**src/rtl/timer_array_if.sv**
```systemverilog
// Register bus between a host and the timer array: word address, write strobe,
// write data, combinational read data and the registered interrupt line.
interface timer_array_if;
    logic [5:2]  addr;
    logic        we;
    logic [31:0] DEV_WD;
    logic [31:0] DEVTimer_RD;
    logic        IRQ;

    modport master (
        output addr,
        output we,
        output DEV_WD,
        input  DEVTimer_RD,
        input  IRQ
    );

    modport slave (
        input  addr,
        input  we,
        input  DEV_WD,
        output DEVTimer_RD,
        output IRQ
    );
endinterface

```
**src/rtl/timer_array.sv**
```systemverilog
// Array of NCH independent down-counting timers with per-channel prescaler,
// one-shot/periodic/hold modes, sticky pending flags and a shared registered IRQ.
module timer_array #(
    parameter int unsigned NCH   = 2,
    parameter int unsigned WIDTH = 32
) (
    input  logic         clk,
    input  logic         rst,
    timer_array_if.slave bus
);
    localparam int unsigned CW = 12;
    localparam int unsigned PW = 8;

    // CTRL layout: [0] EN, [2:1] MODE, [3] IM, [11:4] PRESC
    logic [CW-1:0]    ctrl_q   [NCH];
    logic [CW-1:0]    ctrl_d   [NCH];
    logic [WIDTH-1:0] preset_q [NCH];
    logic [WIDTH-1:0] preset_d [NCH];
    logic [WIDTH-1:0] count_q  [NCH];
    logic [WIDTH-1:0] count_d  [NCH];
    logic [PW-1:0]    psc_q    [NCH];
    logic [PW-1:0]    psc_d    [NCH];
    logic             pend_q   [NCH];
    logic             pend_d   [NCH];
    logic             irq_q;
    logic             irq_d;

    logic [1:0]       ch;
    logic [1:0]       sel;
    logic [WIDTH-1:0] wdw;
    logic             wr_c;
    logic             tick_c;
    logic             set_c;
    logic             clr_c;
    logic [31:0]      rd_c;

    assign ch  = bus.addr[5:4];
    assign sel = bus.addr[3:2];
    assign wdw = bus.DEV_WD[WIDTH-1:0];

    // Next-state for every channel; bus writes override the tick update of COUNT.
    always_comb begin
        irq_d  = 1'b0;
        wr_c   = 1'b0;
        tick_c = 1'b0;
        set_c  = 1'b0;
        clr_c  = 1'b0;
        for (int unsigned i = 0; i < NCH; i++) begin
            ctrl_d[i]   = ctrl_q[i];
            preset_d[i] = preset_q[i];
            count_d[i]  = count_q[i];
            wr_c        = bus.we && (32'(ch) == i);
            tick_c      = ctrl_q[i][0] && (psc_q[i] == ctrl_q[i][11:4]);
            set_c       = 1'b0;
            clr_c       = 1'b0;
            psc_d[i]    = (tick_c || !ctrl_q[i][0]) ? '0 : psc_q[i] + PW'(1);

            // MODE[1] set means hold: COUNT frozen and no events
            if (tick_c && !ctrl_q[i][2]) begin
                if (count_q[i] > WIDTH'(1)) begin
                    count_d[i] = count_q[i] - WIDTH'(1);
                end else if (count_q[i] == WIDTH'(1)) begin
                    set_c      = 1'b1;
                    count_d[i] = ctrl_q[i][1] ? preset_q[i] : '0;
                end else if (ctrl_q[i][1]) begin
                    count_d[i] = preset_q[i];
                end
            end

            if (wr_c) begin
                case (sel)
                    2'd0: begin
                        ctrl_d[i] = bus.DEV_WD[CW-1:0];
                        psc_d[i]  = '0;
                    end
                    2'd1: begin
                        preset_d[i] = wdw;
                        count_d[i]  = wdw;
                    end
                    2'd2:    count_d[i] = wdw;
                    default: clr_c = bus.DEV_WD[0];
                endcase
            end

            pend_d[i] = set_c | (pend_q[i] & ~clr_c);
            irq_d     = irq_d | (pend_q[i] & ctrl_q[i][3]);
        end
    end

    always_ff @(posedge clk or posedge rst) begin
        if (rst) begin
            ctrl_q   <= '{default: '0};
            preset_q <= '{default: '0};
            count_q  <= '{default: '0};
            psc_q    <= '{default: '0};
            pend_q   <= '{default: '0};
            irq_q    <= 1'b0;
        end else begin
            ctrl_q   <= ctrl_d;
            preset_q <= preset_d;
            count_q  <= count_d;
            psc_q    <= psc_d;
            pend_q   <= pend_d;
            irq_q    <= irq_d;
        end
    end

    // Read mux; unimplemented channels fall through to zero.
    always_comb begin
        rd_c = '0;
        for (int unsigned i = 0; i < NCH; i++) begin
            if (32'(ch) == i) begin
                case (sel)
                    2'd0:    rd_c = 32'(ctrl_q[i]);
                    2'd1:    rd_c = 32'(preset_q[i]);
                    2'd2:    rd_c = 32'(count_q[i]);
                    default: rd_c = 32'(pend_q[i]);
                endcase
            end
        end
    end

    assign bus.DEVTimer_RD = rd_c;
    assign bus.IRQ         = irq_q;
endmodule

```
**src/flat_wrapper.sv**
```systemverilog
// flat-port wrapper written by rule: the top's interface ports become plain ports
module timer_array_flat 
#(
    parameter int unsigned NCH   = 2,
    parameter int unsigned WIDTH = 32
)
  (clk, rst, bus_addr, bus_we, bus_DEV_WD, bus_DEVTimer_RD, bus_IRQ);
  timer_array_if bus_i ();
  input  logic clk;
  input  logic rst;
  input wire logic [$bits(bus_i.addr)-1:0] bus_addr;
  input wire logic [$bits(bus_i.we)-1:0] bus_we;
  input wire logic [$bits(bus_i.DEV_WD)-1:0] bus_DEV_WD;
  output wire logic [$bits(bus_i.DEVTimer_RD)-1:0] bus_DEVTimer_RD;
  output wire logic [$bits(bus_i.IRQ)-1:0] bus_IRQ;
  assign bus_i.addr = bus_addr;
  assign bus_i.we = bus_we;
  assign bus_i.DEV_WD = bus_DEV_WD;
  assign bus_DEVTimer_RD = bus_i.DEVTimer_RD;
  assign bus_IRQ = bus_i.IRQ;
  timer_array #(.NCH(NCH), .WIDTH(WIDTH)) u_core (.clk(clk), .rst(rst), .bus(bus_i));
endmodule
```
**config.mk**
```make
export PLATFORM = sky130hd
export DESIGN_NAME = timer_array_flat
export DESIGN_NICKNAME = d
export VERILOG_FILES = /design/src/rtl/timer_array_if.sv /design/src/rtl/timer_array.sv /design/src/flat_wrapper.sv
export SDC_FILE = /design/constraint.sdc
export NUM_CORES = 1
export LEC_CHECK = 0
export ABC_AREA = 1
export ABC_CLOCK_PERIOD_IN_PS = 4960
export BUFFER_PORTS_ARGS = -buffer_cell sky130_fd_sc_hd__buf_2
export CAP_MARGIN = 20
export CORE_UTILIZATION = 51
export DETAILED_ROUTE_END_ITERATION = 10
export GPL_ROUTABILITY_DRIVEN = 0
export HOLD_SLACK_MARGIN = 0.05
export PLACE_DENSITY_LB_ADDON = 0.15
export SLEW_MARGIN = 20
export SYNTH_ARGS = -nofsm -noshare
export SYNTH_HDL_FRONTEND = slang
export SYNTH_SLANG_ARGS = --single-unit
```
**constraint.sdc**
```tcl
create_clock -name clk -period 4.96 [get_ports clk]
set_input_delay 0.248 -clock clk [delete_from_list [all_inputs] [get_ports clk]]
set_output_delay 0.248 -clock clk [all_outputs]
set_load 0.02 [all_outputs]
```
== Word level (Yosys, flattened, before mapping) ==
Index checks and enable logic that the tools add are counted.

* Equal/unequal tests: 7
* Add/subtract/negate cells: 4
* Bitwise operators: 9
* Magnitude comparators: 2
* Reductions and logical operators: 20
* Multiplexer cells: 33

{| class="wikitable"
|+ Operators with widths
! kind !! number
|-
| $mux 32 || 16
|-
| $pmux 32 s3 || 2
|-
| $eq 32x1->1 const B || 2
|-
| $gt 32x1->1 const B || 2
|-
| $sub 32x1->32 const B || 2
|-
| $mux 8 || 6
|-
| $add 8x1->8 const B || 2
|-
| $eq 8x8->1 || 2
|-
| $mux 1 || 9
|-
| $reduce_and 2->1 || 4
|-
| $logic_and 1x1->1 || 6
|-
| $and 1x1->1 || 4
|-
| $eq 2x1->1 const B || 2
|-
| $logic_not 1->1 || 4
|-
| $logic_not 2->1 || 2
|-
| $or 1x1->1 || 3
|-
| $reduce_or 3->1 || 1
|-
| $eq 2x2->1 const B || 1
|-
| $logic_or 1x1->1 || 2
|-
| $not 1->1 || 2
|-
| $reduce_or 2->1 || 1
|}

* Flip-flop bits (word level): 171
* Logic and storage cells: 86
* Output and inout port bits: 33
* Input port bits: 39

== Depth between registers and ports, before layout ==
* Depth after elaboration: 7
* Depth in mapped cells: 13

== Worst setup path before layout ==
No wires, ideal clock.

* Kind: input -> output
* Start point: in bus_addr[1]
* End point: out bus_DEVTimer_RD[23]
* Arrival time: 1571 ps
* Path slack: 3141 ps
* Stages: 9
* Required time: 4712 ps
* Buffers on the path: 3
* Cells stage by stage: inv_1 -> ha_1 -> clkbuf_1 -> clkbuf_1 -> buf_1 -> nand2_1 -> o21ai_0 -> nand3_1 -> nand2_1

* Cells in the longest elaborated chain, start to end: 4
* Elaborated cells between the ends (all ways): 7
* Those cells by class: eq/ne (2); mux (4); reduce/logical (1)

{| class="wikitable"
|+ Ends and longest elaborated chain
! item !! line !! text
|-
| from (decl) || flat_wrapper.sv:11 || <nowiki>input wire logic [$bits(bus_i.addr)-1:0] bus_addr;</nowiki>
|-
| $eq 2x2->1, or another cell as far along || timer_array.sv:113 || <nowiki>case (sel)</nowiki>
|-
| $pmux 32 s3 || timer_array.sv:113 ||
|-
| $mux 32 || timer_array.sv:112 || <nowiki>if (32'(ch) == i) begin</nowiki>
|-
| $mux 32 * || timer_array.sv:112 ||
|-
| to (decl) || flat_wrapper.sv:14 || <nowiki>output wire logic [$bits(bus_i.DEVTimer_RD)-1:0] bus_DEVTimer_RD;</nowiki>
|}

Every way passes the cells marked *; elsewhere a longest branch is shown, timed or not.

==> flow_metrics.env <==
export IMPL_run_status="completed"
export IMPL_crit_cells=7
export IMPL_timing_hold_violations_final=0
export IMPL_cts_sinks=171
export IMPL_wirelength_mm=40.8
export IMPL_hold_buffers=2
export IMPL_synth_ff_type="dfrtp_1"
export IMPL_grt_first_pass_wirelength_mm=63.7
export IMPL_dr_total_vias=12400
export IMPL_synth_xor_area_frac=0.0230
export IMPL_first_global_vias=11400
export IMPL_irDropWorstVdd_mv=0.226
export IMPL_path_max_fanout=37
export IMPL_yosysWarnings=0
export IMPL_worst_slew_pin_slew_ns=1.07
export IMPL_pin_count=72
export IMPL_worst_path_buf_inv=1
export IMPL_worst_setup_path_end_kind="register"
export IMPL_register_area_mm2=0.00428
export IMPL_synth_top_family_by_area="simple AND/OR/NAND/NOR gates"
export IMPL_reg2regPathDepth=7
export IMPL_ys_top_cells_by_count="nand2_1 (560), nor2_1 (200), o21ai_0 (196)"
export IMPL_fillerInstances=2216
export IMPL_synth_simple_area_share=0.337
export IMPL_cp_slowest_stage_delay_ns=0.72
export IMPL_diodes=0
export IMPL_required_ns=5.32
export IMPL_wl_met1_mm=17.5
export IMPL_yosys_top_cells_area="dfrtp_1 (36%), nand2_1 (18%), o21ai_0 (8.3%)"
export IMPL_grt_max_degree=88
export IMPL_rows=55
export IMPL_htreeDepth=4
export IMPL_antenna_found_initial=0
export IMPL_max_cap_viol_count=0
export IMPL_multi_input_area_mm2=0.00652
export IMPL_yosys_area_top_type="dfrtp_1"
export IMPL_clkTransAtPathRegs_ns=0.08
export IMPL_postCtsSetupRepairBufs=0
export IMPL_avgViaCountPerCell=5.81
export IMPL_cts_root_buf="clkbuf_16"
export IMPL_slew_headroom=0.284
export IMPL_die_x_um=154
export IMPL_cts_repair_resized=0
export IMPL_dr_pass1_iters=9
export IMPL_drive_gt1_frac=0.0998
export IMPL_synth_area_mm2=0.0118
export IMPL_cts_buffer_depth=2
export IMPL_start_util=0.521
export IMPL_hp_class="input port to register"
export IMPL_cp_top_family="simple AND/OR/NAND/NOR gates"
export IMPL_nets=1890
export IMPL_wl_met2_mm=18.2
export IMPL_setup_viol=0
export IMPL_fin_skew_ns=0.0143
export IMPL_yosysSeqAreaShare=0.363
export IMPL_fmax_ghz=0.369
export IMPL_ys_async_sr_fraction=1.00
export IMPL_fin_crit_ns=2.71
export IMPL_cp_slowest_cell="nand3b_2"
export IMPL_synth_edf_count=0
export IMPL_synth_nets=1868
export IMPL_die_h_um=154
export IMPL_synth_fa_ha_area_frac=0.0106
export IMPL_wl_per_cell_um=19.1
export IMPL_critPathKind="register to register"
export IMPL_synth_cell_type_count=43
export IMPL_worstPathCellList="xnor2_1 -> nand2_1 -> nor2_1 -> nand3b_2 -> inv_2 -> nand3_1 -> a21oi_1"
export IMPL_numCtsBuffers=17
export IMPL_syn_to_final_growth_pct=8.72
export IMPL_portBuffers=71
export IMPL_drtIter0Drc=1690
export IMPL_crit_arrival_ns=3.07
export IMPL_grt_overflow=0
export IMPL_avgSynthCellArea_um2=6.49
export IMPL_crit_path_start_kind="register"
export IMPL_synth_compound_area_frac=0.181
export IMPL_fin_cells=2139
export IMPL_p_leak_nw=6.07
export IMPL_netlist_area_leader_share=0.363
export IMPL_wl_met3_mm=3.95
export IMPL_final_max_slew_viol_count=0
export IMPL_cts_tree="yes"
export IMPL_rsz0062_at_grt="false"
export IMPL_core_area_mm2=0.0226
export IMPL_drc_errors=0
export IMPL_netlist_instances=1819
export IMPL_synth_most_common_cell="nand2_1"
export IMPL_grtUsageTotal=0.349
export IMPL_dpl_cell_count=2105
export IMPL_synthMuxAreaShare=0
export IMPL_power_density_mw_per_mm2=456
export IMPL_hpwl_mm=29.5
export IMPL_top_layer_used="met4"
export IMPL_insertion_delay_ns=0.45
export IMPL_ant_nets=0
export IMPL_hold_path_depth=3
export IMPL_ys_seq_elements=171
export IMPL_post_route_period_util=0.547
export IMPL_die_area_mm2=0.0238
export IMPL_tns_ns=0
-- worst reg2reg max path, cell delays in order, from the launching register on --
cell and delay, ns:
dfrtp_1 0.43, xnor2_1 0.19, nand2_1 0.07, nor2_1 0.22, nand3b_2 0.72, inv_2 0.69
nand3_1 0.14, a21oi_1 0.17
-- stage by stage --
| step | total power [mW] | hold WS (ns) | worst slack [ns] | util | instance area (µm²) |
|---|---|---|---|---|---|
| global route | 6.21 | 0.103 | 2.02 | 0.567 | 12800 |
| CTS | 5.77 | 0.0952 | 2.27 | 0.567 | 12800 |
| floorplan | 3.75 | 0.365 | 0.0802 | - | 11800 |
| global placement | 4.37 | 0.467 | 2.26 | 0.540 | 12200 |
| finish | 5.85 | 0.112 | 2.25 | 0.567 | 12800 |
| detailed placement | 4.40 | 0.467 | 2.19 | 0.540 | 12200 |
-- cell usage in the layout, fill, tap and decap left out, types with 12 or more instances in the layout --
cell	n
nand2_1	558
nor2_1	200
o21ai_0	196
dfrtp_1	171
a21oi_1	157
inv_1	154
nand3_1	116
buf_2	71
o22ai_1	24
xor2_1	23
nor2_2	19
clkbuf_16	17
nand2_2	14
nand4_1	14
inv_2	12
-- registers in the layout, indices dropped and copies added, names as in the netlist --
| signal | flops |
|---|---|
| u_core.count_q | 64 |
| u_core.preset_q | 64 |
| u_core.ctrl_q | 24 |
| u_core.psc_q | 16 |
| u_core.pend_q | 2 |
| u_core.bus.IRQ | 1 |
-- area by class of cell --
class / count / area share
Multi-Input combinational cell: 1397 / 0.508
Sequential cell: 171 / 0.333
Inverter: 170 / 0.0501
Timing Repair Buffer: 84 / 0.0357
Clock buffer: 19 / 0.0345
Tap cell: 285 / 0.0278
Clock inverter: 13 / 0.0104
-- metal layers --
| layer | vias up | track usage |
|---|---|---|
| met4 | 0 | 0.126 |
| met5 | - | 0 |
| met1 | 5798 | 0.486 |
| met2 | 632 | 0.537 |
| li1 | 5910 | - |
| met3 | 84 | 0.0696 |
-- logic make-up (layout without fill, tap and decap cells) --
group / Yosys count / after routing
compound gates: 406 / 406
xor+xnor: 31 / 31
fa+ha+maj: 10 / 10
buf+inv: 251 / 286
flops: 171 / 171
simple gates: 950 / 950
-- power breakdown --
group	switching [mW]	leakage, nW	total (mW)	internal (mW)
Clock	0.650	0.279	1.37	0.721
Sequential	0.567	2.09	2.38	1.82
Combinational	1.35	3.70	2.10	0.743
-- worst paths after layout --
kind / from / slack [ns] / to
hold reg to reg: u_core.preset_q[46] / 0.49 / u_core.preset_q[46]
max in group asynchronous: rst / 3.29 / u_core.preset_q[56]
hold / removal: bus_DEV_WD[31] / 0.11 / u_core.count_q[31]
min in group asynchronous: rst / 0.51 / u_core.psc_q[9]
setup reg to reg: u_core.ctrl_q[17] / 2.25 / u_core.count_q[35]
setup / recovery: u_core.ctrl_q[17] / 2.25 / u_core.count_q[35]
Power figures use the tool's default switching activity.
